File: config.mk
export PLATFORM = sky130hd
export DESIGN_NAME = register_file
export DESIGN_NICKNAME = d
export VERILOG_FILES = /design/src/rtl/register_file.sv
export SDC_FILE = /design/constraint.sdc
export NUM_CORES = 2
export LEC_CHECK = 0
export CORE_MARGIN = 10
export CORE_UTILIZATION = 45
export CTS_BUF_LIST = sky130_fd_sc_hd__clkbuf_16
export CTS_CLUSTER_DIAMETER = 200
export CTS_CLUSTER_SIZE = 28
export DETAILED_ROUTE_END_ITERATION = 12
export PLACE_DENSITY = 0.67
export SYNTH_ARGS = -nofsm -noshare
export SYNTH_HDL_FRONTEND = slang
export SYNTH_SLANG_ARGS = --single-unit
File: constraint.sdc
create_clock -name clk -period 102.7 [get_ports clk]
set_input_delay 20.54 -clock clk [delete_from_list [all_inputs] [get_ports clk]]
set_output_delay 20.54 -clock clk [all_outputs]
set_load 0.01 [all_outputs]
File: src/rtl/register_file.sv
// 32 x 32-bit MIPS GPR file: one WB write port, two combinational ID read ports, $0 hardwired to zero.
// Optional same-cycle write-to-read bypass enabled by defining REGFILE_BYPASS_EN.
module register_file #(
    parameter int unsigned DATA_W = 32,
    parameter int unsigned ADDR_W = 5
) (
    input  logic              clk,
    input  logic              reset,
    input  logic              RegWrite,
    input  logic [ADDR_W-1:0] WB_RegDest,
    input  logic [DATA_W-1:0] WB_WriteReg,
    input  logic [ADDR_W-1:0] ReadReg1,
    input  logic [ADDR_W-1:0] ReadReg2,
    output logic [DATA_W-1:0] ReadData1,
    output logic [DATA_W-1:0] ReadData2
);

    localparam int unsigned NUM_REGS = 1 << ADDR_W;

    logic [DATA_W-1:0] regs [NUM_REGS];
    logic              write_en;

    assign write_en = RegWrite && !reset && (WB_RegDest != '0);

    // Storage; index 0 is never written so it stays at its reset value of zero.
    always_ff @(posedge clk or posedge reset) begin
        if (reset) begin
            for (int unsigned i = 0; i < NUM_REGS; i++) begin
                regs[ADDR_W'(i)] <= '0;
            end
        end else if (write_en) begin
            regs[WB_RegDest] <= WB_WriteReg;
        end
    end

    // Read ports; the bypass term forwards a write in flight to a matching reader.
    always_comb begin
        ReadData1 = '0;
        ReadData2 = '0;
        if (ReadReg1 != '0) begin
            ReadData1 = regs[ReadReg1];
        end
        if (ReadReg2 != '0) begin
            ReadData2 = regs[ReadReg2];
        end
`ifdef REGFILE_BYPASS_EN
        if (write_en && (WB_RegDest == ReadReg1)) begin
            ReadData1 = WB_WriteReg;
        end
        if (write_en && (WB_RegDest == ReadReg2)) begin
            ReadData2 = WB_WriteReg;
        end
`endif
    end

endmodule

==> impl_metrics.ini <==
[layout]
synthToLayoutAreaGrowth_pct = 4.96
largest_register_ffs = 1024
drive_gt1_share_pct = 47.5
layout.nets = 3483
reg_top3 = regs: 1024 flops
largest-register = regs
final_core_utilization_pct = 47.4
diodes = 0

[detailed_routing]
drt-total-wl_um = 170000
drtPass1Iterations = 5
drc = 0
vias_per_cell = 6.76
drt_iter0_drc = 3931
wire_per_inst_um = 33.7
postRouteAntennaNets = 0
vias = 34200

[floorplanning]
design.core.area_mm2 = 0.122
rows = 128
die_w_um = 369
dieArea_mm2 = 0.136
initial_core_util_pct = 45.2
die_h_um = 369
pin_count = 114

[outcome]
status = complete, no violations

[min_path]
min_path_type = reg -> reg

[clocking]
cts_sinks = 1024
clock_path_buffers = 3
cts_hold_buf = 0
cts_htree_levels = 2
cts_tree = yes
numCtsBuffers = 42
cts_resized = 0
cts-root-buf = clkbuf_16
clk_latency_ps = 650
postCtsSetupBuffers = 0
clk_pin_slew_ps = 110

[setup_path]
worst-path-buf-inv = 4
critPathLaunchType = input pin
worstSetupPathType = in -> out
path_cells = buf_8 > buf_12 > buf_4 > mux2i_1 > a221oi_1 > o21ai_0 > a311oi_1 > clkdlybuf4s50_1
cp_max_fo = 134
path_delay_family = buffers and inverters
end_kind = output pin
cp.arrival_ps = 24650
cp_slowest_cell = buf_4
worstPathRequired_ps = 82160
cp_slowest_stage_delay_ps = 730

[yosys]
yosys.area.top_type_share_pct = 46.7
synth_area_leaders = dfrtp_1, mux2_2, mux4_2
syn_inst = 3616
yosysWarnings = 0
syn_nets = 3666
seq_area_frac_synth_pct = 46.7
avgSynthCellArea_um2 = 15.2
yosysTopAreaCell = dfrtp_1
yosysMostFrequentCell = dfrtp_1
ys_seq_elements = 1024
synth_edf_count = 0
synthTopCellsByCount = dfrtp_1, mux2_2, mux4_2
ys.flop_type = dfrtp_1
async_flop_share_pct = 100
netlist_area_mm2 = 0.0549
yosysUniqueCellTypes = 39

[sta]
setup_viol = 0
fin_crit_ps = 45190
skew_ps = 0
slew_headroom_pct = 18.7
rsz0062_at_grt = false
tns_ps = 0
tightest_slew_ps = 1220
slew_violations = 0
fmax_mhz = 22.1
hold_viol_final = 0
fin_crit_sh_pct = 44.0

[grt]
overflow = 0
grt_pass1_vias = 34100
grt_pass1_wl_um = 248000
grt_max_degree = 172
antenna_found_initial = 7
grt.total_usage_pct = 24.5

[power]
vdd_ir_drop_max_uv = 11.2
leakagePower_nw = 25.1
p_per_area_mw_per_mm2 = 15.3

[placement]
place_congestion = 0.790
hpwl_um = 94300
port_buffers = 113

[flow_run]
cap_violations = 0
==> path summary, 6_finish.rpt <==
path / endpoint / slack (ps) / startpoint / cells past startpoint
worst max-delay path: ReadData1[12] / 57510 / ReadReg1[2] / 8
worst max register to register: regs[592] / 101850 / regs[592] / 1
max in group asynchronous: regs[239] / 79650 / reset / 4
worst min-delay path: regs[998] / 400 / regs[998] / 0
worst min register to register: regs[998] / 400 / regs[998] / 0
min in group asynchronous: regs[243] / 20530 / reset / 2
==> cell families after synthesis <==
group                  share of synthesized area, %
AOI/OAI and AO/OA                              4.79
buffers and inverters                          4.45
DFF                                            46.7
muxes                                          42.4
and+or+nand+nor                                1.73
==> routing by layer <==
| layer | up-vias | wire length (um) | share of wire [%] | track usage, % |
|---|---|---|---|---|
| met5 | - | 36 | 0.021 | 0 |
| li1 | 13600 | - | - | - |
| met4 | 6 | 5820 | 3.4 | 7.49 |
| met3 | 306 | 14900 | 8.8 | 5.43 |
| met2 | 1552 | 75900 | 45 | 36.5 |
| met1 | 18800 | 73600 | 43 | 35.6 |
==> final cells by class <==
type	count	area, um2
fillers	10500	63900
multi-input cells	2166	27000
flip-flops and latches	1024	25600
well taps	1625	2030
repair buffers	195	1810
clock buffers	45	1130
inverters	4	27.5
clock inverters	1	16.3
==> cell usage in the layout (no fill, tap or decap), types with 5 or more instances in the layout <==
cell type / netlist / routed
a22oi_1: 64 / 64
nand2_1: 55 / 40
nor2b_1: 66 / 64
mux2i_1: 128 / 128
buf_12: 0 / 5
buf_4: 54 / 77
a311oi_1: 64 / 64
clkbuf_16: 0 / 45
o21ai_0: 12 / 12
a211oi_1: 64 / 64
o21ai_1: 97 / 97
nand2_2: 0 / 15
mux4_2: 448 / 448
clkdlybuf4s50_1: 0 / 103
dfrtp_1: 1024 / 1024
o2111ai_1: 19 / 19
nor2_4: 4 / 18
a221oi_1: 45 / 45
mux2_1: 61 / 61
mux2_2: 995 / 995
==> metrics by stage <==
step	instance area, um2	worst slack (ps)	hold WS, ps	std cells	total power [mW]
3_3_place_gp	56500	57480	377	5014	0.670
2_1_floorplan	54900	53340	441	3616	0.626
4_1_cts	57600	57500	408	5060	0.883
6_report	57600	57510	405	5060	0.880
5_1_grt	57600	57410	420	5060	0.916
3_5_place_dp	56500	57510	382	5014	0.677
==> where the power goes <==
part | internal [mW] | switching, mW | leakage, nW
logic | 0.101 | 0.0763 | 10.9
clock network | 0.0793 | 0.131 | 0.561
registers | 0.455 | 0.0376 | 13.6
total | 0.635 | 0.244 | 25.1
Note: power is estimated with default switching activity, not from simulation.
